<file path="config.mk">
export PLATFORM = sky130hd
export DESIGN_NAME = spi_flash_rd
export DESIGN_NICKNAME = d
export VERILOG_FILES = /design/src/rtl/spi_pkg.sv /design/src/rtl/spi_flash_rd.sv
export SDC_FILE = /design/constraint.sdc
export NUM_CORES = 1
export LEC_CHECK = 0
export ABC_AREA = 1
export BUFFER_PORTS_ARGS = -buffer_cell sky130_fd_sc_hd__buf_2
export CAP_MARGIN = 25
export CORE_ASPECT_RATIO = 0.7
export CORE_MARGIN = 5
export CORE_UTILIZATION = 32
export CTS_CLUSTER_DIAMETER = 80
export DETAILED_ROUTE_END_ITERATION = 6
export PLACE_DENSITY_LB_ADDON = 0.12
export SLEW_MARGIN = 25
export SYNTH_ARGS = -nofsm -noshare
export SYNTH_HDL_FRONTEND = slang
export SYNTH_SLANG_ARGS = --single-unit
</file>
<file path="constraint.sdc">
create_clock -name clk_i -period 3.65 [get_ports clk_i]
set_clock_uncertainty 0.2 [all_clocks]
set_input_delay 0.365 -clock clk_i [delete_from_list [all_inputs] [get_ports clk_i]]
set_output_delay 0.365 -clock clk_i [all_outputs]
set_load 0.02 [all_outputs]
</file>
<file path="src/rtl/spi_pkg.sv">
// Register map, CTRL bit layout, FSM states and read opcode shared by the
// flash-read sequencer and anything that talks to the same SPI master.
package spi_pkg;

  localparam logic [31:0] REG_CTRL   = 32'h0000_0000;
  localparam logic [31:0] REG_DATA   = 32'h0000_0004;
  localparam logic [31:0] REG_STATUS = 32'h0000_0008;

  localparam int CTRL_START = 0;
  localparam int CTRL_CPOL  = 1;
  localparam int CTRL_CPHA  = 2;
  localparam int CTRL_SEL   = 3;
  localparam int CTRL_DIV   = 8;

  localparam logic [7:0] CMD_READ = 8'h03;
  localparam logic [2:0] HDR_LEN  = 3'd4;

  typedef enum logic [3:0] {
    IDLE,
    SEL,
    LOAD,
    KICK,
    WAIT,
    POLL,
    CAPT,
    OUT,
    DESEL,
    FIN
  } state_t;

  function automatic logic [31:0] ctrl_word(input logic [7:0] div,
                                            input logic       sel,
                                            input logic       cpha,
                                            input logic       cpol,
                                            input logic       start);
    logic [31:0] w;
    w                 = '0;
    w[CTRL_DIV +: 8]  = div;
    w[CTRL_SEL]       = sel;
    w[CTRL_CPHA]      = cpha;
    w[CTRL_CPOL]      = cpol;
    w[CTRL_START]     = start;
    return w;
  endfunction

endpackage

</file>
<file path="src/rtl/spi_flash_rd.sv">
// Drives a register-mapped SPI master through a flash READ: opcode, 24-bit
// address, then one dummy byte per data byte, streaming the returned bytes out.
module spi_flash_rd #(
  parameter logic [7:0] DIV      = 8'd0,
  parameter logic       CPOL     = 1'b0,
  parameter logic       CPHA     = 1'b0,
  parameter logic [7:0] CMD_READ = spi_pkg::CMD_READ
) (
  input  logic        clk_i,
  input  logic        rst_ni,
  input  logic        start_i,
  input  logic [23:0] flash_addr_i,
  input  logic [15:0] len_i,
  output logic        busy_o,
  output logic        done_o,
  output logic [7:0]  byte_o,
  output logic        byte_valid_o,
  input  logic        byte_ready_i,
  output logic [31:0] spi_addr_o,
  output logic [31:0] spi_wdata_o,
  output logic        spi_we_o,
  input  logic [31:0] spi_rdata_i
);
  import spi_pkg::*;

  localparam logic [31:0] CTRL_SELECT = ctrl_word(DIV, 1'b1, CPHA, CPOL, 1'b0);
  localparam logic [31:0] CTRL_KICK   = ctrl_word(DIV, 1'b1, CPHA, CPOL, 1'b1);
  localparam logic [31:0] CTRL_DESEL  = ctrl_word(DIV, 1'b0, CPHA, CPOL, 1'b0);

  state_t      state;
  logic [23:0] addr_q;
  logic [15:0] remain;
  logic [2:0]  hdr_idx;
  logic [1:0]  wait_cnt;

  // Only the low byte of DATA and bit 0 of STATUS carry information.
  logic unused_rdata;
  assign unused_rdata = ^spi_rdata_i[31:8];

  // Byte shifted out at position idx; past the header every byte is a dummy.
  function automatic logic [7:0] tx_byte(input logic [2:0]  idx,
                                         input logic [23:0] a);
    logic [7:0] b;
    case (idx)
      3'd0:    b = CMD_READ;
      3'd1:    b = a[23:16];
      3'd2:    b = a[15:8];
      3'd3:    b = a[7:0];
      default: b = 8'h00;
    endcase
    return b;
  endfunction

  // Outputs are loaded on the transition, so they hold for the state being entered.
  always_ff @(posedge clk_i) begin
    if (!rst_ni) begin
      state        <= IDLE;
      busy_o       <= 1'b0;
      done_o       <= 1'b0;
      byte_valid_o <= 1'b0;
      byte_o       <= 8'h00;
      spi_we_o     <= 1'b0;
      spi_addr_o   <= 32'h0;
      spi_wdata_o  <= 32'h0;
      addr_q       <= 24'h0;
      remain       <= 16'h0;
      hdr_idx      <= 3'd0;
      wait_cnt     <= 2'd0;
    end else begin
      spi_we_o <= 1'b0;
      done_o   <= 1'b0;
      case (state)
        IDLE: begin
          if (start_i) begin
            busy_o <= 1'b1;
            if (len_i != 16'd0) begin
              addr_q      <= flash_addr_i;
              remain      <= len_i;
              hdr_idx     <= 3'd0;
              state       <= SEL;
              spi_we_o    <= 1'b1;
              spi_addr_o  <= REG_CTRL;
              spi_wdata_o <= CTRL_SELECT;
            end else begin
              state <= FIN;
            end
          end
        end
        SEL: begin
          state       <= LOAD;
          spi_we_o    <= 1'b1;
          spi_addr_o  <= REG_DATA;
          spi_wdata_o <= {24'h0, tx_byte(hdr_idx, addr_q)};
        end
        LOAD: begin
          state       <= KICK;
          spi_we_o    <= 1'b1;
          spi_addr_o  <= REG_CTRL;
          spi_wdata_o <= CTRL_KICK;
        end
        KICK: begin
          state      <= WAIT;
          wait_cnt   <= 2'd0;
          spi_addr_o <= REG_STATUS;
        end
        // The master's busy flag lags the kick; polling early would see idle.
        WAIT: begin
          if (wait_cnt == 2'd2) begin
            state <= POLL;
          end else begin
            wait_cnt <= wait_cnt + 2'd1;
          end
        end
        POLL: begin
          if (!spi_rdata_i[0]) begin
            state      <= CAPT;
            spi_addr_o <= REG_DATA;
          end
        end
        CAPT: begin
          if (hdr_idx != HDR_LEN) begin
            hdr_idx <= hdr_idx + 3'd1;
            if (hdr_idx == HDR_LEN - 3'd1 && remain == 16'd0) begin
              state       <= DESEL;
              spi_we_o    <= 1'b1;
              spi_addr_o  <= REG_CTRL;
              spi_wdata_o <= CTRL_DESEL;
            end else begin
              state       <= LOAD;
              spi_we_o    <= 1'b1;
              spi_addr_o  <= REG_DATA;
              spi_wdata_o <= {24'h0, tx_byte(hdr_idx + 3'd1, addr_q)};
            end
          end else begin
            byte_o       <= spi_rdata_i[7:0];
            byte_valid_o <= 1'b1;
            state        <= OUT;
          end
        end
        OUT: begin
          if (byte_ready_i) begin
            byte_valid_o <= 1'b0;
            remain       <= remain - 16'd1;
            spi_we_o     <= 1'b1;
            if (remain == 16'd1) begin
              state       <= DESEL;
              spi_addr_o  <= REG_CTRL;
              spi_wdata_o <= CTRL_DESEL;
            end else begin
              state       <= LOAD;
              spi_addr_o  <= REG_DATA;
              spi_wdata_o <= {24'h0, tx_byte(hdr_idx, addr_q)};
            end
          end
        end
        DESEL: begin
          state <= FIN;
        end
        FIN: begin
          done_o <= 1'b1;
          busy_o <= 1'b0;
          state  <= IDLE;
        end
        default: begin
          busy_o <= 1'b0;
          state  <= IDLE;
        end
      endcase
    end
  end

endmodule

</file>
* After elaboration in Yosys (flattened, before gate mapping) *
Index checks and enable logic that the tools add are counted.

storage, ports and cells
  bits in registers = 125
  input port bits = 76
  output and inout bits = 76
  word-level logic and storage cells = 114

operators by class
  add/subtract/negate cells = 3
  eq/ne operators = 26
  mux-type cells = 47
  bitwise gates (word level) = 2
  reduce and logical (&&, ||, !) cells = 24

operators by type and width
  operator                                                                number
  32-bit two-way mux                                                      9
  32-bit case mux with 7 select lines                                     1
  32-bit case mux with 5 select lines                                     1
  8-bit case mux with 4 select lines                                      2
  16-bit two-way mux                                                      3
  4-bit case mux with 9 select lines                                      1
  4-bit two-way mux                                                       8
  16-bit case mux with 2 select lines                                     1
  16-bit by 1-bit equality test with 1-bit output, second input constant  1
  4-bit by 3-bit equality test with 1-bit output, second input constant   4
  16-bit logical NOT                                                      1
  8-bit two-way mux                                                       2
  2-bit != test, second input constant                                    8
  16-bit nonzero test                                                     1
  16-bit by 1-bit subtractor with 16-bit output, second input constant    1
  3-bit two-way mux                                                       5
  3-bit by 2-bit equality test with 1-bit output, second input constant   4
  4-bit AND reduction                                                     3
  4-bit by 2-bit equality test with 1-bit output, second input constant   2
  4-bit equality test, second input constant                              2
  1-bit two-way mux                                                       8
  2-bit nonzero test                                                      4
  8-bit OR reduction                                                      1
  7-bit nonzero test                                                      1
  21 further kinds                                                        28

* Longest topological paths before layout *
  depth in word-level cells = 6
  depth in mapped cells = 12

* Worst setup path before layout *
No wires, ideal clock.

  path kind = reg-to-reg
  start = register hdr_idx[0]
  end = register state[1]
  data arrival time = 1.447 ns
  required time = 3.332 ns
  path slack = 1.884 ns
  stages on the path, launching flop included = 9
  path buffers = 1
  clock period less this slack = 1.766 ns
  cells stage by stage = dfxtp_1 > ha_1 > ha_1 > clkbuf_1 > nand3_1 > nand2_1 > nand3_1 > nor2_1 > o21ai_1

between the ends
  word-level cells in the longest chain between the ends = 5
  elaborated cells on any way between the ends = 6

RTL lines
  what                                            line                 source
  start: declaration                              spi_flash_rd.sv:33   logic [2:0] hdr_idx;
  start signal: assignment                        spi_flash_rd.sv:122  hdr_idx <= hdr_idx + 3'd1;
  3-bit by 2-bit equality test with 1-bit output  spi_flash_rd.sv:123  if (hdr_idx == HDR_LEN - 3'd1 && remain == 16'd0) begin
  1-bit logical AND                               spi_flash_rd.sv:123
  4-bit two-way mux                               spi_flash_rd.sv:123
  4-bit two-way mux *                             spi_flash_rd.sv:121  if (hdr_idx != HDR_LEN) begin
  4-bit case mux with 9 select lines *            spi_flash_rd.sv:72   case (state)
  end signal: assignment                          spi_flash_rd.sv:80   state <= SEL;
  end signal: assignment                          spi_flash_rd.sv:124  state <= DESEL;
  end signal: assignment                          spi_flash_rd.sv:129  state <= LOAD;
  end: declaration                                spi_flash_rd.sv:30   state_t state;

Every way passes the cells marked *; elsewhere a longest branch is shown, timed or not.
A chain may end at the register's enable or synchronous reset.

* Worst setup path after layout *
  start = register state[1]
  end = register remain[7]

between the ends
  word-level cells in the longest chain between the ends = 3
  elaborated cells on any way between the ends = 8

RTL lines
  what                                                                                        line                 source
  start signal: assignment                                                                    spi_flash_rd.sv:57   state <= IDLE;
  start signal: assignment                                                                    spi_flash_rd.sv:80
  start signal: assignment                                                                    spi_flash_rd.sv:85   state <= FIN;
  4-bit by 3-bit equality test with 1-bit output / 4-bit logical NOT (equally long branches)  spi_flash_rd.sv:72
  2-bit != test (no source line) / 2-bit nonzero test (equally long branches)                 --
  4-bit AND reduction (no source line)                                                        --
  end signal: assignment                                                                      spi_flash_rd.sv:78   remain <= len_i;
  end signal: assignment                                                                      spi_flash_rd.sv:143  remain <= remain - 16'd1;
  end: declaration                                                                            spi_flash_rd.sv:32   logic [15:0] remain;

Several ways; a longest one is shown, not always the timed one.

==> summary.md <==
| Metric | Value |
|---|---|
| DIE WIDTH | `151 um` |
| RSZ-0062 raised after global routing | `no` |
| CTS buffer count | `9` |
| DRT iter0 DRCs | `243` |
| Main combinational cell family by area after synthesis | `simple AND/OR/NAND/NOR gates` |
| GRT Residual Overflow | `0` |
| Syn Area/Cell | `6.50 um^2` |
| Htree depth | `3` |
| Fmax | `408 MHz` |
| Slew at the pin with the worst max-slew slack | `0.622 ns` |
| Io pins | `152` |
| Final Critical Period | `2.45 ns` |
| Area grow syn2layout | `13.7%` |
| Sequential fraction of the synthesis area | `32.1%` |
| Max_cap viols | `0` |
| DR vias | `4162` |
| Layout filler cell count | `1506` |
| Clock root buffer | `clkbuf_16` |
| Setup CP Type | `flip-flop to flip-flop` |
| Share of the synthesized area in the top cell type | `32.1%` |
| Initial antenna violation count | `0` |
| Crit path launch | `state[1]$_SDFFE_PN0P_` |
| Share of cells above drive strength 1 | `16.1%` |
| Die area | `0.0163 mm^2` |
| Wire length per cell | `12.5 um` |
| Hold Path Class | `primary input to flip-flop` |
| Dpl hpwl | `8960 um` |
| CTS tree | `built` |
| Xor/xnor cell area share of the yosys netlist | `0.792%` |
| DRC errors left | `0` |
| Commonest non-fill, non-tap cell in the layout | `nand2_1` |
| CTS sink count | `71` |
| Post-Synth Simple-Gate Area | `34.6%` |
| Final setup viols | `0` |
| ANT cells | `0` |
| Startpoint types | `flip-flop` |
| Ys Warns | `0` |
| Core Region | `0.0137 mm^2` |
| Die Ht | `108 um` |
| Fin Setup TNS | `0 ns` |
| Initial Util | `32.2%` |
| Longest Clk Path Bufs | `2` |
| Post-synthesis adder-cell area fraction | `2.83%` |
| Area contributors post-synth | `dfxtp_1 (32%), nand2_1 (13%), nor2_1 (10%)` |
| Synthesized cell area | `0.00442 mm^2` |
| GRT Util Overall | `14.7%` |
| Worst relative slew slack | `58.5%` |
| Final hold violation count | `0` |
| IR Drop Worst-Case VDD | `0.373 mV` |
| Final #Nets | `831` |
| Synth unique cells | `43` |
| Cell taking the most area after synthesis | `dfxtp_1` |
| PostCTS Resize Cnt | `0` |
| Post-DP Area | `0.00472 mm^2` |
| Fin. max-slew vios | `0` |
| Status | `completed` |
| Compound-Gate Fraction of Synth Area | `12.3%` |
| Cells after Synth | `680` |
| Commonest non-fill, non-tap cells in the layout | `nand2_1 (153), nor2_1 (123), buf_2 (73)` |
| Worst-path fanout max | `21` |
| Site Rows | `36` |
| Hold_sp | `spi_rdata_i[3]` |
| Leak | `0.00250 uW` |
| Crit share post-route | `67.1%` |
| Yosys reg bits | `71` |
| Routed wire length | `11700 um` |
| Critical path endpoint category | `flip-flop` |
| Port bufs | `73` |
| Hold_buf cts | `0` |
| Post-CTS setup buffer count | `0` |
| Crit path DAT | `2.52 ns` |
| Largest net degree at the start of global routing | `57` |
| First-pass GRT wire length | `19100 um` |
| Antenna Nets Post-Route | `0` |
| Worst r2r src | `state[1]$_SDFFE_PN0P_` |
| Multiplexer share of the synthesized area | `0%` |
| Drt first pass iters | `4` |
| Via density per instance | `4.43` |
| Worst-path clk slew | `0.06 ns` |
| Final Wtd Congestion | `0.857` |
| Final instance area | `0.00503 mm^2` |
| Vias in the first global route | `3849` |
| Power Density | `704 mW/mm^2` |
| Critical Path RT | `3.72 ns` |
| Skew-Pair Late Insertion Delay | `0.34 ns` |
-- final timing paths --
| check | depth (start not counted) | slack [ns] | end |
|---|---|---|---|
| worst max register to register | 8 | 1.20 | remain[7]$_SDFFE_PN0P_ |
| worst max-delay path | 8 | 1.20 | remain[7]$_SDFFE_PN0P_ |
| worst min register to register | 2 | 0.26 | spi_addr_o[3]$_SDFFE_PN0P_ |
| worst min-delay path | 3 | 0.05 | byte_o[3]$_SDFFE_PN0P_ |
-- routing by layer --
layer	up-vias	global-route usage [%]	routed length, um
met5	-	0	0
li1	2180	-	-
met1	1844	21.7	6070
met3	12	3.85	775
met2	126	20.9	4770
met4	0	4.24	131
-- flip-flops by register name, indices dropped and copies added (netlist names) --
register,flops
addr_q,24
hdr_idx,3
wait_cnt,2
state,4
byte_valid_o,1
byte_o,8
spi_wdata_o,8
spi_we_o,1
done_o,1
busy_o,1
remain,16
spi_addr_o,2
-- metrics by stage --
stage / hold slack, ns / power [uW] / util, % / setup WS, ns / std cells
after floorplan: 0.244 / 2380 / - / 1.88 / 733
after global placement: 0.255 / 2640 / 34.4 / 1.20 / 924
after detailed placement: 0.258 / 2650 / 34.4 / 1.21 / 924
after CTS: 0.0439 / 3570 / 36.6 / 1.19 / 940
after global routing: 0.0511 / 3850 / 36.6 / 0.947 / 940
final: 0.0536 / 3540 / 36.6 / 1.20 / 940
-- power breakdown --
| group | switching [uW] | internal [uW] |
|---|---|---|
| clock | 353 | 551 |
| combinational | 1000 | 469 |
| sequential | 180 | 987 |
-- cells by family (layout without fill, tap and decap cells) --
logic type	after synthesis	after routing
AOI/OAI and AO/OA	100	100
and+or+nand+nor	355	355
adders and majority gates	10	10
buffers and inverters	139	156
other	1	54
DFF	71	71
xor gates and xnor gates	4	4
-- Yosys cell counts, drive strengths merged --
cell type and number:
nand2 159, o21ai 59, nand3 45, inv 63, nor2 132, nand3b 5, conb 1, xnor2 2
a21boi 1, clkbuf 10, or2 6, nand4 4, o211a 1, o211ai 2, ha 10, a21oi 30
nor4 1, nor3 3, a211oi 1, dfxtp 71, o221ai 3, buf 64, o22ai 2, xor2 2
clkinv 2, o31ai 1
-- cell type report --
type	count	area [um^2]	share of cell area, %
clock inverter	6	67.6	1.34
tap	190	238	4.73
multi-input combinational	523	2440	48.4
timing repair buffer	75	380	7.56
sequential	71	1420	28.3
inverter	65	248	4.93
clock buffer	10	239	4.75
-- critical path, cell delays in order (launching register included) --
cell,delay (ns)
dfxtp_1,0.45
nand2_2,0.14
nor2_8,0.29
inv_4,0.16
nand2_2,0.11
nand3_2,0.39
inv_2,0.38
o21ai_0,0.12
nor2_1,0.13
Power figures use the tool's default switching activity.
